### config.mk
export PLATFORM = sky130hd
export DESIGN_NAME = dot_product_collector
export DESIGN_NICKNAME = d
export VERILOG_FILES = /design/src/rtl/dot_product_collector.sv
export SDC_FILE = /design/constraint.sdc
export NUM_CORES = 1
export LEC_CHECK = 0
export ABC_AREA = 1
export CORE_MARGIN = 2
export CORE_UTILIZATION = 59
export CTS_CLUSTER_SIZE = 24
export DETAILED_ROUTE_END_ITERATION = 8
export HOLD_SLACK_MARGIN = 0.15
export PLACE_DENSITY = 0.87
export SYNTH_ARGS = -nofsm -noshare
export SYNTH_HDL_FRONTEND = slang
export SYNTH_SLANG_ARGS = --single-unit
export TNS_END_PERCENT = 50
### constraint.sdc
create_clock -name clk -period 8.35 [get_ports clk]
set_input_delay 1.67 -clock clk [delete_from_list [all_inputs] [get_ports clk]]
set_output_delay 1.67 -clock clk [all_outputs]
set_load 0.02 [all_outputs]
### src/rtl/dot_product_collector.sv
// ----------------------------------------------------------------------------
// dot_product_collector
//
// Downstream stage of the 3-element serial dot-product engine. Samples the
// engine result bus on each frame-start strobe and queues completed results in
// a small first-word-fall-through FIFO with a valid/ready output. The first
// strobe after reset carries the engine's reset value and is discarded.
//
// Ports:
//   clk          clock
//   resetn       synchronous active-low reset (shared with the engine)
//   dp_dout      engine result bus
//   dp_run       engine frame-start strobe, one cycle per frame
//   out_data     FIFO head result
//   out_valid    FIFO non-empty
//   out_ready    consumer accepts the head this cycle
//   level        current FIFO occupancy
//   overflow     sticky: a result was dropped because the FIFO was full
//   spacing_err  sticky: dp_run period differed from VECTOR_SIZE
//   clear        clears both sticky flags
//   out_tag      head entry sequence tag (only with DP_COLLECT_TAG_EN)
//
// Build option:
//   DP_COLLECT_TAG_EN  adds a per-capture sequence tag stored with each entry.
// ----------------------------------------------------------------------------
module dot_product_collector #(
    parameter int unsigned DOUT_WIDTH  = 18,
    parameter int unsigned VECTOR_SIZE = 6,
    parameter int unsigned FIFO_DEPTH  = 4,
    parameter int unsigned TAG_WIDTH   = 8
) (
    input  logic                          clk,
    input  logic                          resetn,
    input  logic [DOUT_WIDTH-1:0]         dp_dout,
    input  logic                          dp_run,
    output logic [DOUT_WIDTH-1:0]         out_data,
    output logic                          out_valid,
    input  logic                          out_ready,
    output logic [$clog2(FIFO_DEPTH):0]   level,
    output logic                          overflow,
    output logic                          spacing_err,
    input  logic                          clear
`ifdef DP_COLLECT_TAG_EN
    ,
    output logic [TAG_WIDTH-1:0]          out_tag
`endif
);

    localparam int unsigned PtrW = $clog2(FIFO_DEPTH);
    localparam int unsigned LvlW = PtrW + 1;
    localparam int unsigned GapW = $clog2(VECTOR_SIZE + 1);

    localparam logic [GapW-1:0] GapLast = GapW'(VECTOR_SIZE - 1);
    localparam logic [GapW-1:0] GapMax  = GapW'(VECTOR_SIZE);
    localparam logic [LvlW-1:0] LvlFull = LvlW'(FIFO_DEPTH);

    logic                  armed_q, armed_d;
    logic [GapW-1:0]       gap_q, gap_d;
    logic [PtrW-1:0]       wr_ptr_q, wr_ptr_d;
    logic [PtrW-1:0]       rd_ptr_q, rd_ptr_d;
    logic [LvlW-1:0]       level_q, level_d;
    logic                  overflow_q, overflow_d;
    logic                  spacing_q, spacing_d;
    logic [DOUT_WIDTH-1:0] mem_q [FIFO_DEPTH];

    logic full, pop, capture, push, drop, spacing_set;

    always_comb begin
        pop     = (level_q != '0) & out_ready;
        full    = (level_q == LvlFull);
        capture = dp_run & armed_q;
        // When full, a simultaneous pop frees the slot the push needs.
        push    = capture & (~full | pop);
        drop    = capture & full & ~pop;

        armed_d = armed_q | dp_run;

        gap_d = gap_q;
        if (dp_run) begin
            gap_d = '0;
        end else if (armed_q && (gap_q != GapMax)) begin
            gap_d = gap_q + GapW'(1);
        end

        // Early/late strobe, or a missing strobe when one was due.
        spacing_set = armed_q & (dp_run ? (gap_q != GapLast) : (gap_q == GapLast));

        wr_ptr_d = push ? wr_ptr_q + PtrW'(1) : wr_ptr_q;
        rd_ptr_d = pop  ? rd_ptr_q + PtrW'(1) : rd_ptr_q;

        level_d = level_q;
        unique case ({push, pop})
            2'b10:   level_d = level_q + LvlW'(1);
            2'b01:   level_d = level_q - LvlW'(1);
            default: level_d = level_q;
        endcase

        // Set wins over clear.
        overflow_d = drop | (overflow_q & ~clear);
        spacing_d  = spacing_set | (spacing_q & ~clear);
    end

    always_ff @(posedge clk) begin
        if (!resetn) begin
            armed_q    <= 1'b0;
            gap_q      <= '0;
            wr_ptr_q   <= '0;
            rd_ptr_q   <= '0;
            level_q    <= '0;
            overflow_q <= 1'b0;
            spacing_q  <= 1'b0;
        end else begin
            armed_q    <= armed_d;
            gap_q      <= gap_d;
            wr_ptr_q   <= wr_ptr_d;
            rd_ptr_q   <= rd_ptr_d;
            level_q    <= level_d;
            overflow_q <= overflow_d;
            spacing_q  <= spacing_d;
        end
    end

    always_ff @(posedge clk) begin
        if (!resetn) begin
            for (int i = 0; i < int'(FIFO_DEPTH); i++) begin
                mem_q[i] <= '0;
            end
        end else if (push) begin
            mem_q[wr_ptr_q] <= dp_dout;
        end
    end

    assign out_data    = mem_q[rd_ptr_q];
    assign out_valid   = (level_q != '0);
    assign level       = level_q;
    assign overflow    = overflow_q;
    assign spacing_err = spacing_q;

`ifdef DP_COLLECT_TAG_EN
    logic [TAG_WIDTH-1:0] tag_cnt_q;
    logic [TAG_WIDTH-1:0] tag_mem_q [FIFO_DEPTH];

    // The counter advances on dropped captures too, so drops show as tag gaps.
    always_ff @(posedge clk) begin
        if (!resetn) begin
            tag_cnt_q <= '0;
            for (int i = 0; i < int'(FIFO_DEPTH); i++) begin
                tag_mem_q[i] <= '0;
            end
        end else begin
            if (capture) begin
                tag_cnt_q <= tag_cnt_q + TAG_WIDTH'(1);
            end
            if (push) begin
                tag_mem_q[wr_ptr_q] <= tag_cnt_q;
            end
        end
    end

    assign out_tag = tag_mem_q[rd_ptr_q];
`else
    localparam int unsigned UnusedTagWidth = TAG_WIDTH;
`endif

endmodule

==> run_results.csv, run 1 <==
group,metric,value,unit
synth,syn_avg_cell_area,10.2,µm²
synth,synth_nets,414,
synth,yosysWarnings,0,
clock_network,path_clk_slew,0.07,ns
sta,layout_min_cycle_time,4.22,ns
synth,synth_top_area_cell,"edfxtp_1",
worst_setup_path,arrival,2.55,ns
power_and_ir_drop,p_seq_frac,0.449,
worst_setup_path,path_cells,"inv_1, o21ai_0, o22ai_1, clkdlybuf4s50_1",
worst_setup_path,cp_data_required_time,6.68,ns
synth,syn_area,3920,µm²
drt,vias,2850,
finish,drive_gt1_frac,0.103,
drt,vias_per_cell,5.57,
floorplanning,initial_utilization,0.614,
job,drv_cap,0,
grt,track_usage,0.239,
clock_network,clock_latency,0.35,ns
clock_network,clock_tree.root_cell,"clkbuf_8",
clock_network,clockBufferDepth,2,
placed_design,hpwl,5260,µm
clock_network,post-cts-setup-buffers,0,
floorplanning,io_pins,47,
run_status,status,"finished clean",
finish,finalNetCount,458,
sta,clock.fmax,0.237,GHz
placed_design,place_congestion,0.759,
power_and_ir_drop,ir_drop,0.162,mV
synth,syn_inst,386,
min_path,hold_path_class,"reg2reg",
sta,setup_viol_count_final,0,
sta,skew,0.0105,ns
worst_setup_path,r2r_start,"wr_ptr_q[1]",
power_and_ir_drop,swShare,0.308,
synth,ys_types,30,
power_and_ir_drop,power.net_switching,0.000353,W
clock_network,cts_sinks,87,
grt,antenna_found_initial,0,
grt,grt_max_degree,38,
sta,max_slew_margin,0.220,
grt,grt_pass1_wl,13200,µm
drt,drt_iter0_markers,244,
floorplanning,dieArea,7310,µm²
clock_network,htreeDepth,3,
synth,synth_area_leaders,"edfxtp_1 55%, nor2_1 8.8%, dfxtp_1 7.7%, o21ai_0 5.2%, inv_1 4.0%",
worst_setup_path,worstSetupEndpointType,"primary output",
finish,fill_cells,422,
min_path,hold_start,"overflow",
synth,ys_ff_latch,87,
sta,finalMaxSlewViolations,0,
placed_design,port_buffers,46,
worst_setup_path,worstPathMaxFanout,19,
power_and_ir_drop,power_density,247,nW/µm²
worst_setup_path,critical_path_class,"reg2out",
clock_network,cts-resized-gates,0,
sta,rsz0062_at_grt,"no",
finish,seq_area,2460,µm²
worst_setup_path,slowest_stage,"clkdlybuf4s50_1",
clock_network,ctsHoldBuffers,0,
sta,layout_worst_path_cycle_share,0.506,
sta,setup-tns-final,0,ns
finish,fin_area,4630,µm²
worst_setup_path,start_kind,"register",
drt,routed_wl,8230,µm
sta,hold_viol,0,
clock_network,cts_tree,"done",
drt,dr.pass1.iters,8,
power_and_ir_drop,leakage,1.74,nW
power_and_ir_drop,p_comb_frac,0.287,
synth,synth_top_area_share,0.551,
grt,grt_pass1_vias,2911,
drt,drc_errors,0,
clock_network,cts_buffers,9,
worst_setup_path,slowest_delay,0.67,ns
sta,worstMarginPinSlew,1.16,ns
drt,post_drt_wl_per_cell,16.1,µm
power_and_ir_drop,clock_power_share,0.264,
synth,yosysSeqAreaShare,0.628,
grt,grt-ovfl-total,0,
floorplanning,core-area,6390,µm²
finish,area_delta_synth_final,18.1,%
power_and_ir_drop,intPower,0.000793,W
placed_design,placed_area,4420,µm²
drt,postRouteAntennaNets,0,
finish,antenna_cells,0,
finish,multiInputGateArea,1150,µm²
floorplanning,die_w,85.5,µm
floorplanning,num_rows,29,
floorplanning,die_h,85.5,µm
[Yosys cell counts, drive strengths merged]
| cell type | number |
|---|---|
| nor2 | 101 |
| edfxtp | 72 |
| inv | 56 |
| o21ai | 45 |
| nor3 | 18 |
| o22ai | 18 |
| nand2 | 16 |
| dfxtp | 15 |
| a21oi | 11 |
| buf | 10 |
| clkbuf | 8 |
| nand3 | 5 |
| ha | 4 |
| a211oi | 1 |
| fa | 1 |
| nand4 | 1 |
| nor3b | 1 |
| o21bai | 1 |
| or2 | 1 |
| xor2 | 1 |
[flip-flops by register name, summed over array words and instances, names as in the netlist, named ones only]
signal / count
spacing_err: 1
armed_q: 1
wr_ptr_q: 2
overflow: 1
level: 3
mem_q: 72
rd_ptr_q: 2
gap_q: 3
[critical path, delay by kind of cell, from the launching register on]
family / cells / cell delay [ns]
buf+inv: 2 / 1.19
flops: 1 / 0.51
compound gates: 2 / 0.50
[per-stage QoR]
step | worst slack [ns] | utilization | total power [W] | cells | hold WS, ns
final | 4.13 | 0.725 | 0.00115 | 512 | 0.479
after global routing | 4.01 | 0.725 | 0.00119 | 512 | 0.498
after CTS | 4.20 | 0.725 | 0.00115 | 512 | 0.483
after detailed placement | 4.23 | 0.692 | 0.000852 | 496 | 0.460
after global placement | 4.30 | 0.692 | 0.000841 | 496 | 0.459
after floorplan | 4.52 | - | 0.000718 | 386 | 0.466
[cells in the final DEF (no fill, tap or decap), drive strengths merged, types with 2 or more instances in the layout]
cell type,synthesis,final
buf,10,5
nor2,101,101
nor3,18,18
o21ai,45,45
a21oi,11,11
nand3,5,5
inv,56,56
ha,4,4
clkbuf,8,13
clkinv,0,2
edfxtp,72,72
clkdlybuf4s50,0,46
o22ai,18,18
dfxtp,15,15
nand2,16,16
[kinds of logic (layout without fill, tap and decap cells)]
group | Yosys count | after routing | synth area share
and+or+nand+nor | 143 | 143 | 0.170
adders and majority gates | 5 | 5 | 0.0179
buffers and inverters | 74 | 123 | 0.0782
xor gates and xnor gates | 1 | 1 | 0.00223
DFF | 87 | 87 | 0.628
AOI/OAI and AO/OA | 76 | 76 | 0.104
[power by group through the flow]
| stage | clock [W] | sequential (W) | combinational [W] |
|---|---|---|---|
| floorplan | 0 | 0.000523 | 0.000194 |
| global placement | 0 | 0.000521 | 0.000320 |
| CTS | 0.000304 | 0.000514 | 0.000331 |
| detailed placement | 0 | 0.000523 | 0.000329 |
| global route | 0.000320 | 0.000517 | 0.000356 |
| finish | 0.000302 | 0.000514 | 0.000329 |
[per-layer routing]
layer | global-route usage | wire length (µm)
met1 | 0.277 | 3160
met5 | 0 | 0
met3 | 0.0395 | 514
met4 | 0.124 | 225
met2 | 0.427 | 4330
[layout make-up]
type / count / area share
Clock buffer: 13 / 0.0368
Clock inverter: 3 / 0.00865
Timing Repair Buffer: 51 / 0.108
Tap cell: 77 / 0.0208
Inverter: 56 / 0.0454
Sequential cell: 87 / 0.532
Multi-Input combinational cell: 225 / 0.249
[final timing paths]
check / end / slack (ns) / depth (start not counted)
max: out_data[8] / 4.13 / 4
min: overflow / 0.48 / 2
max reg2reg: mem_q[2][0] / 5.39 / 5
min reg2reg: overflow / 0.48 / 2
Note: power is estimated with default switching activity, not from simulation.
==> inputs of run 2 (changes only) <==
--- a/config.mk
+++ b/config.mk
@@ -7,11 +7,11 @@
 export LEC_CHECK = 0
 export ABC_AREA = 1
 export CORE_MARGIN = 2
-export CORE_UTILIZATION = 59
+export CORE_UTILIZATION = 55
 export CTS_CLUSTER_SIZE = 24
 export DETAILED_ROUTE_END_ITERATION = 8
 export HOLD_SLACK_MARGIN = 0.15
-export PLACE_DENSITY = 0.87
+export PLACE_DENSITY = 0.82
 export SYNTH_ARGS = -nofsm -noshare
 export SYNTH_HDL_FRONTEND = slang
 export SYNTH_SLANG_ARGS = --single-unit
==> constraint.sdc (replaced) <==
create_clock -name clk -period 3.9 [get_ports clk]
set_input_delay 0.78 -clock clk [delete_from_list [all_inputs] [get_ports clk]]
set_output_delay 0.78 -clock clk [all_outputs]
set_load 0.02 [all_outputs]
==> run_results.csv, run 2 (synthesis gave the netlist of run 1 again) <==
group,metric,value,unit
finish,final_cell_mix,"92 x nor2_1, 72 x edfxtp_1, 46 x clkdlybuf4s50_1, 42 x inv_1, 37 x o21ai_0",
sta,layout_worst_path_cycle_share,0.826,
floorplanning,dieArea,7820,µm²
drt,post_drt_wl_per_cell,15.2,µm
drt,vias_per_cell,5.31,
clock_network,post-cts-setup-buffers,0,
clock_network,htreeDepth,3,
clock_network,cts_tree,"done",
min_path,hold_path_depth,2,
floorplanning,io_pins,47,
floorplanning,num_rows,30,
clock_network,clock_tree.root_cell,"clkbuf_8",
placed_design,port_buffers,46,
clock_network,cts_sinks,87,
sta,clock.fmax,0.310,GHz
floorplanning,initial_utilization,0.574,
power_and_ir_drop,power_density,503,nW/µm²
sta,layout_min_cycle_time,3.22,ns
clock_network,cts-resized-gates,0,
drt,vias,2836,
worst_setup_path,worstPathMaxFanout,19,
finish,drive_gt1_frac,0.105,
floorplanning,die_h,88.4,µm
grt,grt_max_degree,37,
worst_setup_path,reg2reg_depth,11,
placed_design,pre_cts_ws,0.989,ns
grt,grt_pass1_wl,13400,µm
drt,drt_iter0_markers,193,
worst_setup_path,start_kind,"register",
sta,skew,0.00728,ns
grt,antenna_found_initial,0,
worst_setup_path,cp_data_required_time,3.12,ns
clock_network,clock_latency,0.35,ns
finish,area_delta_synth_final,17.9,%
worst_setup_path,worstSetupEndpointType,"primary output",
grt,track_usage,0.229,
power_and_ir_drop,ir_drop,0.375,mV
clock_network,ctsHoldBuffers,0,
sta,finalMaxSlewViolations,0,
clock_network,path_clk_slew,0.08,ns
worst_setup_path,arrival,2.44,ns
run_status,status,"finished clean",
worst_setup_path,critical_path_class,"reg2out",
grt,grt-ovfl-total,0,
job,drv_cap,0,
sta,hold_viol,0,
finish,fill_cells,527,
grt,grt_pass1_vias,2868,
drt,routed_wl,8140,µm
finish,layout_commonest_cell,"nor2_1",
sta,max_slew_margin,0.545,
finish,multiInputGateArea,1150,µm²
sta,rsz0062_at_grt,"no",
drt,drc_errors,0,
finish,largest_reg_flops,72,
placed_design,place_congestion,0.771,
sta,worstMarginPinSlew,0.682,ns
clock_network,clockBufferDepth,2,
finish,top_register,"mem_q",
power_and_ir_drop,leakage,1.72,nW
clock_network,cts_buffers,9,
floorplanning,die_w,88.4,µm
floorplanning,core-area,6830,µm²
drt,postRouteAntennaNets,0,
finish,final_util,0.677,
sta,fin_ws,0.678,ns
finish,seq_area,2460,µm²
sta,setup_viol_count_final,0,
drt,dr.pass1.iters,4,
finish,finalNetCount,461,
finish,antenna_cells,0,
min_path,hold_path_class,"reg2reg",
sta,setup-tns-final,0,ns
placed_design,hpwl,5130,µm
run 2: cell types whose count changed in the layout (fill, tap and decap cells not counted):
cell / before / now
buf_4: 5 / 8
clkbuf_16: 1 / 0
clkinv_1: 0 / 2
clkbuf_8: 10 / 9
bufinv_16: 1 / 0
clkinvlp_4: 0 / 1
run 2: report_power, final:
part           switching (W)  leakage [nW]  total (W)  internal, W
clock               0.000298        0.0782   0.000524     0.000225
combinational       0.000416         0.777   0.000699     0.000283
sequential         0.0000372         0.868    0.00110      0.00106
total               0.000751          1.72    0.00232      0.00157
run 2: through the flow:
stage                     std cells  instance area, µm²  total power, W  hold slack, ns
after floorplan                 386                3920         0.00154           0.466
after global placement          518                4470         0.00181           0.458
after detailed placement        518                4470         0.00182           0.457
after CTS                       534                4620         0.00234           0.477
after global routing            534                4620         0.00244           0.493
final                           534                4620         0.00232           0.470
run 2: layout make-up:
| class | instances | share of cell area |
|---|---|---|
| sequential | 87 | 0.533 |
| multi-input combinational | 225 | 0.249 |
| clock buffer | 11 | 0.0284 |
| clock inverter | 5 | 0.00541 |
| inverter | 56 | 0.0455 |
| tap | 96 | 0.0260 |
| timing repair buffer | 54 | 0.113 |
run 2: worst paths after layout:
path                             startpoint           end  slack, ns
worst max-delay path               register  out_data[15]       0.68
worst min-delay path            spacing_err   spacing_err       0.47
worst max register to register     level[1]      level[2]       1.80
worst min register to register  spacing_err   spacing_err       0.47
run 2: metal layers:
| layer | track usage | routed length [µm] |
|---|---|---|
| met2 | 0.404 | 4220 |
| met1 | 0.276 | 3370 |
| met5 | 0 | 0 |
| met3 | 0.0448 | 447 |
| met4 | 0.0964 | 104 |
run 2: critical path, cell delays in order (launching register included):
cell and delay, ns:
dfxtp_1 0.76, inv_1 0.46, o21ai_0 0.19, o22ai_1 0.12, clkdlybuf4s50_1 0.55
